## src/rtl/ps2_pkg.sv

```systemverilog
// Shared types and constants for the PS/2 host transmitter and receiver.
package ps2_pkg;

  typedef enum logic [2:0] {
    ST_IDLE,
    ST_INHIBIT,
    ST_RTS,
    ST_SHIFT,
    ST_ACK,
    ST_WAITIDLE
  } ps2_state_e;

  localparam logic [7:0] CMD_SET_LEDS = 8'hED;
  localparam logic [7:0] CMD_ENABLE   = 8'hF4;
  localparam logic [7:0] CMD_RESET    = 8'hFF;

  localparam int DEF_INHIBIT_CYCLES = 5000;
  localparam int DEF_RTS_CYCLES     = 50;
  localparam int DEF_TIMEOUT_CYCLES = 750000;

  // Parity bit that makes the total count of ones across data+parity odd.
  function automatic logic odd_parity(input logic [7:0] d);
    return ~^d;
  endfunction

endpackage

```

## src/rtl/ps2_line_sync.sv

```systemverilog
// Two-flop synchronizer with falling-edge detect for one PS/2 line.
module ps2_line_sync (
  input  logic clk,
  input  logic rst,
  input  logic line_i,
  output logic level_o,
  output logic fall_o
);

  logic meta_q, sync_q, prev_q;

  // Idle lines float high, so reset to 1 to avoid a false edge after reset.
  always_ff @(posedge clk or posedge rst) begin
    if (rst) begin
      meta_q <= 1'b1;
      sync_q <= 1'b1;
      prev_q <= 1'b1;
    end else begin
      meta_q <= line_i;
      sync_q <= meta_q;
      prev_q <= sync_q;
    end
  end

  assign level_o = sync_q;
  assign fall_o  = prev_q & ~sync_q;

endmodule

```

## src/rtl/ps2_host_tx.sv

```systemverilog
// Host-to-device PS/2 command transmitter with device ACK check.
// Optional watchdog from clock release to ACK: define PS2_TX_TIMEOUT_EN.
module ps2_host_tx
  import ps2_pkg::*;
#(
  parameter int INHIBIT_CYCLES = DEF_INHIBIT_CYCLES,
  parameter int RTS_CYCLES     = DEF_RTS_CYCLES,
  parameter int TIMEOUT_CYCLES = DEF_TIMEOUT_CYCLES
) (
  input  logic       clk,
  input  logic       rst,
  input  logic [7:0] txData,
  input  logic       txStart,
  input  logic       ps2ClkIn,
  input  logic       ps2DataIn,
  output logic       ps2ClkDriveLow,
  output logic       ps2DataDriveLow,
  output logic       busy,
  output logic       rxInhibit,
  output logic       txDone,
  output logic       txErr
);

  localparam int PH_MAX0 = (INHIBIT_CYCLES > RTS_CYCLES) ? INHIBIT_CYCLES : RTS_CYCLES;
  localparam int PH_MAX  = (PH_MAX0 > TIMEOUT_CYCLES) ? PH_MAX0 : TIMEOUT_CYCLES;
  localparam int PH_W    = $clog2(PH_MAX + 1);
  typedef logic [PH_W-1:0] phase_t;

  ps2_state_e  state_q, state_d;
  phase_t      phase_q, phase_d, phase_inc;
  logic [3:0]  edge_q, edge_d;
  logic [9:0]  frame_q, frame_d;
  logic        dl_q, dl_d;
  logic        ack_ok_q, ack_ok_d;
  logic        hi_q, hi_d;
  logic        done_q, done_d;
  logic        err_q, err_d;

  logic clk_lvl, clk_fall, dat_lvl, dat_fall_unused;

  ps2_line_sync u_clk_sync (
    .clk    (clk),
    .rst    (rst),
    .line_i (ps2ClkIn),
    .level_o(clk_lvl),
    .fall_o (clk_fall)
  );

  ps2_line_sync u_dat_sync (
    .clk    (clk),
    .rst    (rst),
    .line_i (ps2DataIn),
    .level_o(dat_lvl),
    .fall_o (dat_fall_unused)
  );

  assign phase_inc = (phase_q == {PH_W{1'b1}}) ? phase_q : phase_q + phase_t'(1);

  always_comb begin
    state_d  = state_q;
    phase_d  = phase_q;
    edge_d   = edge_q;
    frame_d  = frame_q;
    dl_d     = dl_q;
    ack_ok_d = ack_ok_q;
    hi_d     = hi_q;
    done_d   = 1'b0;
    err_d    = 1'b0;
    case (state_q)
      ST_IDLE: begin
        phase_d = '0;
        if (txStart) begin
          frame_d = {1'b1, odd_parity(txData), txData};
          state_d = ST_INHIBIT;
        end
      end
      ST_INHIBIT: begin
        phase_d = phase_inc;
        if (phase_q == phase_t'(INHIBIT_CYCLES - 1)) begin
          phase_d = '0;
          state_d = ST_RTS;
        end
      end
      ST_RTS: begin
        phase_d = phase_inc;
        if (phase_q == phase_t'(RTS_CYCLES - 1)) begin
          phase_d = '0;
          state_d = ST_SHIFT;
          dl_d    = 1'b1;
          edge_d  = 4'd0;
          // An edge landing on the release cycle belongs to SHIFT.
          if (clk_fall) begin
            dl_d   = ~frame_q[0];
            edge_d = 4'd1;
          end
        end
      end
      ST_SHIFT: begin
        phase_d = phase_inc;
        if (clk_fall) begin
          dl_d   = ~frame_q[edge_q];
          edge_d = edge_q + 4'd1;
          if (edge_q == 4'd9) state_d = ST_ACK;
        end
      end
      ST_ACK: begin
        phase_d = phase_inc;
        if (clk_fall) begin
          ack_ok_d = ~dat_lvl;
          hi_d     = 1'b0;
          state_d  = ST_WAITIDLE;
        end
      end
      ST_WAITIDLE: begin
        if (clk_lvl && dat_lvl) begin
          if (hi_q) begin
            state_d = ST_IDLE;
            done_d  = ack_ok_q;
            err_d   = ~ack_ok_q;
          end else begin
            hi_d = 1'b1;
          end
        end else begin
          hi_d = 1'b0;
        end
      end
      default: state_d = ST_IDLE;
    endcase
`ifdef PS2_TX_TIMEOUT_EN
    // Phase counter restarts at clock release, so it doubles as the watchdog.
    if ((state_q == ST_SHIFT || state_q == ST_ACK) &&
        phase_q == phase_t'(TIMEOUT_CYCLES - 1)) begin
      state_d = ST_IDLE;
      dl_d    = 1'b0;
      done_d  = 1'b0;
      err_d   = 1'b1;
    end
`endif
  end

  always_ff @(posedge clk or posedge rst) begin
    if (rst) begin
      state_q  <= ST_IDLE;
      phase_q  <= '0;
      edge_q   <= 4'd0;
      dl_q     <= 1'b0;
      ack_ok_q <= 1'b0;
      hi_q     <= 1'b0;
      done_q   <= 1'b0;
      err_q    <= 1'b0;
    end else begin
      state_q  <= state_d;
      phase_q  <= phase_d;
      edge_q   <= edge_d;
      dl_q     <= dl_d;
      ack_ok_q <= ack_ok_d;
      hi_q     <= hi_d;
      done_q   <= done_d;
      err_q    <= err_d;
    end
  end

  always_ff @(posedge clk) begin
    frame_q <= frame_d;
  end

  assign ps2ClkDriveLow  = (state_q == ST_INHIBIT) || (state_q == ST_RTS);
  assign ps2DataDriveLow = (state_q == ST_RTS) || ((state_q == ST_SHIFT) && dl_q);
  assign busy            = (state_q != ST_IDLE);
  assign rxInhibit       = busy;
  assign txDone          = done_q;
  assign txErr           = err_q;

endmodule
```

## config.mk

```make
export PLATFORM = sky130hd
export DESIGN_NAME = ps2_host_tx
export DESIGN_NICKNAME = d
export VERILOG_FILES = /design/src/rtl/ps2_pkg.sv /design/src/rtl/ps2_line_sync.sv /design/src/rtl/ps2_host_tx.sv
export SDC_FILE = /design/constraint.sdc
export NUM_CORES = 1
export LEC_CHECK = 0
export CAP_MARGIN = 40
export CORE_ASPECT_RATIO = 0.5
export CORE_UTILIZATION = 50
export CTS_CLUSTER_SIZE = 14
export DETAILED_ROUTE_END_ITERATION = 10
export DONT_BUFFER_PORTS = 1
export PLACE_DENSITY = 0.75
export RECOVER_POWER = 50
export SETUP_SLACK_MARGIN = 0.1
export SLEW_MARGIN = 20
export SYNTH_ARGS = -nofsm -noshare
export SYNTH_HDL_FRONTEND = slang
export SYNTH_SLANG_ARGS = --single-unit
```

## constraint.sdc

```tcl
create_clock -name clk -period 2.3 [get_ports clk]
set_input_delay 0.23 -clock clk [delete_from_list [all_inputs] [get_ports clk]]
set_output_delay 0.23 -clock clk [all_outputs]
set_load 0.02 [all_outputs]
```

==> results.md, run 1 <==
* Post-Syn Nets at 287
* CP arrival at 2450 ps
* DR vias at 2362
* Routed len/inst at between 15 and 20 µm
* Cell with the most instances after synthesis: dfrtp_1
* Crit start category: flip-flop
* Final count of hold timing violations at 0
* Post-synth top area cell: dfrtp_1
* Clock Tree Buf Depth at 2
* Period utilisation layout at 97.5%
* CTS sink cnt at 46
* Row count at 18
* Largest net degree at the start of global routing at 38
* Hold crit path type: in2reg
* Area of the die at 0.00562 mm²
* Number of synthesized register bits at 46
* Number of enable flip-flop cells after synthesis at 9
* Die H at ~54 µm
* CP Max Fanout at 5
* Setup_tns at 0 ps
* Port buffer count at 0
* Final HPWL DP at 4100 µm
* Worst EP required at about 2500 ps
* Final ANT Viol Nets at 0
* Critical path's top delay family: simple AND/OR/NAND/NOR gates
* CP Cell Sequence: ha_4 -> nand2_2 -> or4b_4 -> o41ai_4 -> buf_4 -> clkbuf_16 -> a32oi_1 -> o22a_1
* Placed insts at 346
* Syn. warnings at 0
* Ys async rst share at 80.4%
* Avg Cell Area, Syn at slightly below 10 µm²
* Max incr delay on CP at 560 ps
* Crit. End Element: flip-flop
* Sequential Power Share at 44.4%
* Largest cells by area after synthesis: dfrtp_1, edfxtp_1, dfstp_2, o22a_1, nand2_1
* Unique masters post-synth at 53
* Antenna violations before repair at 0
* Total CTS buffers at 5
* H-tree depth at 2
* Filler cell count at 384
* Pins Over Slew Limit at 0
* Max_cap viols at 0
* Via density at 6.38
* Mapped Cells at 270
* Max-slew headroom at 38.2%
* Buf/Inv on CP at 2
* Drt pass-1 iters at 5
* Combinational share of power at 32.9%
* Final Skew at between 10 and 15 ps
* Non-Filler Instances at 370
* Nets at 316
* Synth top cells by count: dfrtp_1, nand2_1, a21oi_1
* GRT overflow at 0
* Area growth syn-to-layout at 17.8%
* Final antenna diode count at 0
* Crit Path Category: reg2reg
* Initial Utilization at between 50% and 60%
* Worst VDD drop at 0.000472 V
* Slowest cell on crit path: or4b_4
* Sw Share at 34.9%
* Vias in the first global route at 2020
* Layout cell share with drive strength beyond 1 at 17.0%
* DR iter-0 viols at 202
* First-pass GRT wire length at 9340 µm
* Clock Pin Slew Worst Setup and Hold Paths at 100 ps
* Routed WL at 6340 µm
* Clock power share at 22.7%
* Pwr Density at 752 mW/mm²
* Min Tclk post-route at 2240 ps
* Internal power at 1.53 mW
* TritonCTS clock tree: yes
* Chip Width at 105 µm
* Status: finished clean
* Switch Pwr at 820 µW
* Root Driver: clkbuf_8
* # DRC at 0
* Core area at 0.00502 mm²
* Worst slew pin tran at a little over 900 ps
* Number of top-level pins at 19
* Max Clock Freq at about 450 MHz
* Final Setup Violations at 0
* Dominant synthesized flop cell: dfrtp_1
* Static Leakage at about 1.3 nW
* Synth top area share at 30.2%
* Mapped cell area at 0.00265 mm²
* Gr usage total at between 20% and 30%
* Routability Congestion at 0.886
* RSZ-0062 raised after global routing: true
* Clk Latency, worst-skew pair at around 310 ps
* Register area share after synthesis at 45.3%
==> per-layer routing <==
metal	vias to the layer above	track usage (%)	part of all wire (%)
met5	-	0	0
met1	1124	26.5	41
met4	0	7.98	2.8
met3	23	4.56	7.6
met2	133	39.8	48
li1	1082	-	-
==> layout make-up <==
cell class / instances / area [µm²] / share of cell area [%]
clock buffer: 5 / 68.8 / 2.20
clock inverter: 3 / 23.8 / 0.761
inverter: 11 / 41.3 / 1.32
multi-input combinational: 201 / 1380 / 44.2
sequential: 46 / 1200 / 38.5
tap: 70 / 87.6 / 2.80
timing repair buffer: 34 / 320 / 10.2
==> timing repair <==
| item | CTS | global route |
|---|---|---|
| pin swaps | 0 | 2 |
| gates resized for setup | 1 | 4 |
| setup endpoints to repair | 4 | 15 |
| hold buffers | 3 | 4 |
| endpoints found under the hold margin | 34 | 4 |
| setup buffers | 0 | 6 |
| cloned | 0 | 3 |
==> power groups by stage <==
stage / registers [mW] / clock network (mW) / logic [mW]
floorplan: 1.02 / 0 / 0.489
global placement: 1.04 / 0 / 0.623
detailed placement: 1.05 / 0 / 0.653
CTS: 1.03 / 0.536 / 0.659
global route: 1.06 / 0.565 / 0.827
finish: 1.04 / 0.533 / 0.774
==> metrics by stage <==
step	power, mW	hold slack, ps	util, %	worst slack (ps)	area (µm²)
2_1_floorplan	1.51	234	-	51.8	2660
3_3_place_gp	1.66	235	56.7	137	2850
3_5_place_dp	1.70	235	56.7	81.5	2850
4_1_cts	2.22	3.12	59.2	67.6	2970
5_1_grt	2.45	3.61	62.2	5.50	3130
6_report	2.35	14.7	62.2	57.4	3130
==> worst register-to-register path: stages, from the launching register on <==
cell	delay (ps)
dfrtp_1	410
ha_4	170
nand2_2	70
or4b_4	560
o41ai_4	310
buf_4	220
clkbuf_16	150
a32oi_1	50
o22a_1	210
==> worst paths after layout <==
| kind | end | cells past startpoint | slack [ps] | from |
|---|---|---|---|---|
| worst min register to register | u_dat_sync.level_o | 0 | 360 | u_dat_sync.meta_q |
| worst max-delay path | phase_q[6] | 8 | 60 | phase_q[1] |
| max in group asynchronous | edge_q[0] | 3 | 1080 | rst |
| min in group asynchronous | txDone | 3 | 630 | rst |
| worst min-delay path | frame_q[4] | 0 | 10 | txData[4] |
| worst max register to register | phase_q[6] | 8 | 60 | phase_q[1] |
==> placed cells by master (no fill, tap or decap), types with 6 or more instances in the layout <==
cell and n:
dfrtp_1 32, nand2_1 26, buf_4 21, a21oi_1 19
nor2_1 16, o22a_1 13, inv_1 11, xnor2_1 11
o21ai_0 10, edfxtp_1 9, nand3_1 7, nor3_1 7
dlygate4sd3_1 7, nand4_1 6, a21boi_0 6
==> kinds of logic (layout without fill, tap and decap cells) <==
family / after synthesis / after routing / synth area share, %
compound gates: 88 / 88 / 24.7
xor+xnor: 11 / 11 / 3.63
fa+ha+maj: 4 / 4 / 1.89
buf+inv: 23 / 53 / 3.96
flops: 46 / 46 / 45.3
mux: 2 / 2 / 1.70
simple gates: 96 / 96 / 18.9
==> state kept, by name (all words and copies together), names as in the netlist <==
signal              cells
ack_ok_q                1
dl_q                    1
edge_q                  4
frame_q                 9
hi_q                    1
phase_q                20
state_q                 3
txDone                  1
txErr                   1
u_clk_sync.level_o      1
u_clk_sync.meta_q       1
u_clk_sync.prev_q       1
u_dat_sync.level_o      1
u_dat_sync.meta_q       1
Power figures use the tool's default switching activity.
==> run 2, diff against run 1 <==
Settings changed: CORE_UTILIZATION 50 to 40, PLACE_DENSITY 0.75 to 0.63, SKIP_LAST_GASP from default to 1.
==> run 2 against run 1 <==
Sequential cell count is the same. Clock power grew 55%. Register-to-register slack is essentially flat. Sequential share of layout area shrank 1.3 points. Non-clock buffer count shrank 5. Largest cell class unchanged.
==> results.md, run 2 (synthesized netlist as in run 1, its figures left out) <==
* Clock Tree Buf Depth at 2
* Min Tclk post-route at 2240 ps
* Crit. End Element: flip-flop
* Largest net degree at the start of global routing at 38
* Root Driver: clkbuf_16
* Nets at 311
* First-pass GRT wire length at about 11000 µm
* Area growth syn-to-layout at 22.0%
* Clock Pin Slew Worst Setup and Hold Paths at 70 ps
* Layout cell share with drive strength beyond 1 at 17.3%
* Port buffer count at 0
* Period utilisation layout at 97.5%
* RSZ-0062 raised after global routing: true
* Initial Utilization at 42.6%
* DR iter-0 viols at 156
* Clock power share at between 30% and 40%
* Non-Filler Instances at 383
* Hold Path Stages at 0
* Final HPWL DP at 4210 µm
* TritonCTS clock tree: yes
* R2R depth at 9
* Placed insts at between 300 and 400
* R2r startpoint: phase_q[1]
* Pwr Density at 845 mW/mm²
* Area of the die at around 0.0070 mm²
* Number of top-level pins at 19
* CP Max Fanout at 4
* Pwr Total at between 2 and 3 mW
* Core area at 0.00623 mm²
* R2r endpoint: phase_q[5]
* CP arrival at 2410 ps
* Crit Path Category: reg2reg
* Flop-to-flop setup slack at 60 ps
* Gr usage total at 20.6%
* Routability Congestion at 0.843
* CTS sink cnt at 46
* Combinational share of power at 31.7%
* Clk Latency, worst-skew pair at 280 ps
* Hold crit path type: in2reg
* Die H at 59.6 µm
* Status: finished clean
* Final core utilization at 51.9%
* Final Setup Violations at 0
* Internal power at 1.91 mW
* Row count at 20
* Commonest non-fill, non-tap cell in the layout: dfrtp_1
* Crit start category: flip-flop
* GRT overflow at 0
* H-tree depth at 2
* Worst EP required at 2470 ps
* Hold EP: frame_q[2]
* Pins Over Slew Limit at 0
* Drt pass-1 iters at 4
* # DRC at 0
* Antenna violations before repair at 0
* Final Skew at 5.67 ps
* Vias in the first global route at approximately 2.2k
* Sequential Power Share at a little under two fifths
* Filler cell count at 541
* Total CTS buffers at 5
* DR vias at 2273
* Final count of hold timing violations at 0
* Max FFs per register at 20
* Most flops, register: phase_q
* Final antenna diode count at 0
* Largest registers: phase_q x20, frame_q x9, edge_q x4
* Max Clock Freq at 446 MHz
* Final ANT Viol Nets at 0
* Switch Pwr at ~830 µW
* Via density at 5.93
* Routed len/inst at ~17 µm
* Worst slew pin tran at 934 ps
* Chip Width at 117 µm
* Max_cap viols at 0
* Hold_sp: txData[2]
* Routed WL at about 6500 µm
* Max-slew headroom at 37.8%
* Sw Share at 30.4%
* Worst VDD drop at between 0.0004 and 0.0005 V
* Commonest non-fill, non-tap cells in the layout: dfrtp_1, nand2_1, a21oi_1, buf_4, nor2_1
* Static Leakage at 1.31 nW
## run 2: changes by cell type in the layout (fill, tap and decap cells not counted), moves of 3 or more
cell           before  now
clkbuf_16           1    6
buf_4              21   18
dlygate4sd3_1       7    3
clkbuf_8            5    0
buf_16              0    3
## run 2: power by group through the flow
stage               registers (mW)  clock network, mW  logic (mW)
global placement              1.04                  0       0.625
CTS                           1.03              0.843       0.811
global route                  1.06              0.880       0.939
detailed placement            1.05                  0       0.644
finish                        1.04              0.825       0.867
floorplan                     1.02                  0       0.489
## run 2: what timing repair did
action / CTS / global route
endpoints found under the hold margin: 34 / 0
buffers inserted: 4 / 1
endpoints found under the setup margin: 6 / 20
gates cloned: 3 / 1
pin swaps: 1 / 2
hold buffers: 3 / 0
resized for setup: 4 / 8
## run 2: area by class of cell
type | count | area, µm² | share of cell area [%]
repair buffers | 29 | 329 | 10.2
multi-input cells | 201 | 1390 | 42.8
clock inverters | 3 | 43.8 | 1.35
flip-flops and latches | 46 | 1200 | 37.1
inverters | 11 | 41.3 | 1.28
clock buffers | 5 | 125 | 3.87
well taps | 88 | 110 | 3.40
## run 2: worst max-delay path, cell delays in order, from the launching register on
cell	delay, ps
dfrtp_1	390
ha_4	170
nand2_2	60
or4b_4	540
o41ai_4	230
buf_4	200
buf_6	130
clkbuf_16	140
a21oi_1	60
o22a_1	200
## run 2: worst max-delay path by stage
stage               startpoint     endpoint  slack, ps  cells after the start
finish              phase_q[1]   phase_q[5]         60                      9
global route        phase_q[1]   phase_q[9]        -20                      9
CTS                 phase_q[1]   phase_q[7]         70                      8
detailed placement  phase_q[1]  phase_q[18]         60                      6
global placement    phase_q[1]   phase_q[2]        120                      7
floorplan           phase_q[0]  phase_q[17]         50                      7
## run 2: per-layer routing
| metal | vias up | global-route usage (%) | part of all wire [%] |
|---|---|---|---|
| met5 | - | 0 | 0 |
| met3 | 16 | 4.70 | 4.8 |
| li1 | 1074 | - | - |
| met4 | 0 | 5.97 | 1.7 |
| met2 | 72 | 34.5 | 49 |
| met1 | 1111 | 27.1 | 45 |
## run 2: per-stage QoR
stage | cell area (µm²) | setup slack, ps | TNS, ps | hold slack (ps)
after floorplan | 2660 | 51.8 | 0 | 234
final | 3240 | 56.9 | 0 | 37.2
after detailed placement | 2860 | 61.5 | 0 | 235
after global routing | 3240 | -18.2 | -51.7 | 24.5
after global placement | 2860 | 116 | 0 | 235
after CTS | 3190 | 68.4 | 0 | 33.1
==> run 3, diff against run 2 <==
Settings changed: GPL_TIMING_DRIVEN from default to 0.
==> run 3 against run 2 <==
Sequential power about the same. Register-to-register slack improved by 20 ps. Core utilization shrank 0.52 points. Wire length is 1.9% higher. Final cell count is 0.78% higher. Via count grew 2.5%. Combinational power is 3.3% lower. Cell area decreased by 1.0%. First-iteration DRC count increased by 10%. Sequential share of layout area is 0.38 points higher. Critical path type unchanged. Largest cell class unchanged.
==> results.md, run 3 (synthesized netlist as in run 1, its figures left out) <==
* Max FFs per register at 20
* Clock Tree Buf Depth at 2
* Pins Over Slew Limit at 0
* Port buffer count at 0
* Worst EP required at 2480 ps
* Clock Pin Slew Worst Setup and Hold Paths at 70 ps
* CP arrival at 2400 ps
* Max_cap viols at 0
* Area of the die at 0.00698 mm²
* Levels on crit path at 6
* Max incr delay on CP at between 400 and 500 ps
* CP Cell Sequence: nor4_1 -> nand4_1 -> o21bai_4 -> clkbuf_2 -> nand2_1 -> a221o_1
* Max-slew headroom at a little under two fifths
* CTS sink cnt at 46
* Antenna violations before repair at 0
* Hold Path Stages at 0
* TritonCTS clock tree: yes
* DR iter-0 viols at around 170
* Largest registers: phase_q x20, frame_q x9, edge_q x4
* Final count of hold timing violations at 0
* Gr usage total at 20.3%
* Area growth syn-to-layout at 20.7%
* Number of top-level pins at 19
* Max Clock Freq at between 400 and 500 MHz
* Via density at 6.04
* GRT overflow at 0
* Static Leakage at approximately 1.3 nW
* Chip Width at 117 µm
* Hold crit path type: in2reg
* Total CTS buffers at 5
* Commonest non-fill, non-tap cells in the layout: dfrtp_1, nand2_1, a21oi_1, nor2_1, buf_4
* Nets at 314
* Root Driver: clkbuf_16
* Vias in the first global route at between 2k and 2.5k
* Routability Congestion at 0.898
* Core area at 0.00623 mm²
* Routed WL at 6610 µm
* CP Max Fanout at 10
* Layout cell share with drive strength beyond 1 at around 17%
* Most flops, register: phase_q
* Final Setup Violations at 0
* DR vias at 2330
* Final antenna diode count at 0
* R2R depth at 6
* Place WS at -395 ps
* Crit Path Category: reg2reg
* Die H at between 50 and 60 µm
* Crit start category: flip-flop
* Crit. End Element: flip-flop
* Drt pass-1 iters at 5
* Largest net degree at the start of global routing at 23
* Row count at 20
* Final Skew at 8.48 ps
* Non-Filler Instances at 386
* Worst VDD drop at around 0.00040 V
* Final HPWL DP at 4340 µm
* Slowest cell on crit path: dfrtp_1
* PnR worst setup slack at 80.1 ps
* Final ANT Viol Nets at 0
* H-tree depth at 2
* Buf/Inv on CP at 1
* Clk Latency, worst-skew pair at 290 ps
* Period utilisation layout at 96.5%
* Worst slew pin tran at approximately 950 ps
* First-pass GRT wire length at 10500 µm
* Critical path's top delay family: simple AND/OR/NAND/NOR gates
* Routed len/inst at 17.1 µm
* Status: finished clean
* # DRC at 0
* Initial Utilization at roughly 43%
* Pwr Density at 820 mW/mm²
* Commonest non-fill, non-tap cell in the layout: dfrtp_1
* RSZ-0062 raised after global routing: true
* Final core utilization at 51.4%
* Placed insts at 359
* Min Tclk post-route at 2220 ps
run 3: changes by cell type in the layout (fill, tap and decap cells not counted), moves of 2 or more:
cell,change
clkbuf_1,+5
buf_4,-4
buf_16,-3
buf_6,+3
buf_12,-2
clkbuf_2,+2
nand3_1,-2
nand3_2,+2
nor4_1,-2
run 3: metrics by stage:
| step | setup TNS, ps | total power [mW] | instance area [µm²] | hold slack, ps |
|---|---|---|---|---|
| 4_1_cts | 0 | 2.54 | 3100 | 28.8 |
| 2_1_floorplan | 0 | 1.51 | 2660 | 234 |
| 6_report | 0 | 2.63 | 3200 | 32.1 |
| 5_1_grt | 0 | 2.74 | 3200 | 21.4 |
| 3_5_place_dp | -6030 | 1.66 | 2800 | 123 |
| 3_3_place_gp | -5720 | 1.63 | 2770 | 235 |
run 3: power breakdown:
part	internal, mW	leakage [nW]	switching (mW)	total (mW)
combinational	0.419	0.657	0.420	0.838
clock	0.408	0.0708	0.335	0.743
sequential	0.935	0.564	0.112	1.05
run 3: final timing paths:
path / from / endpoint / slack (ps)
worst max-delay path: phase_q[2] / phase_q[17] / 80
worst min-delay path: txData[0] / frame_q[0] / 30
worst max register to register: phase_q[2] / phase_q[17] / 80
worst min register to register: u_dat_sync.meta_q / u_dat_sync.level_o / 360
max in group asynchronous: rst / edge_q[1] / 470
min in group asynchronous: rst / phase_q[1] / 440
run 3: cell type report:
class                      count  area, µm²
buffer                        12       75.1
multi-input combinational    201       1440
sequential                    46       1200
tap                           88        110
clock inverter                 3       22.5
clock buffer                   5        125
fill                         543       3030
inverter                      11       41.3
timing repair buffer          20        191
run 3: layer usage:
metal  up-vias  GRT usage (%)  share of wire, %
li1       1078              -                 -
met1      1114           27.0                44
met2       126           33.3                47
met3        12           4.81               8.2
met4         0           5.79               1.5
met5         -              0                 0
run 3: timing repair:
item / CTS / global route
gates cloned: 0 / 1
setup endpoints to repair: 21 / 21
hold buffers: 3 / 0
endpoints found under the hold margin: 17 / 0
gates resized for setup: 14 / 11
pin swaps: 4 / 7
setup buffers: 9 / 6
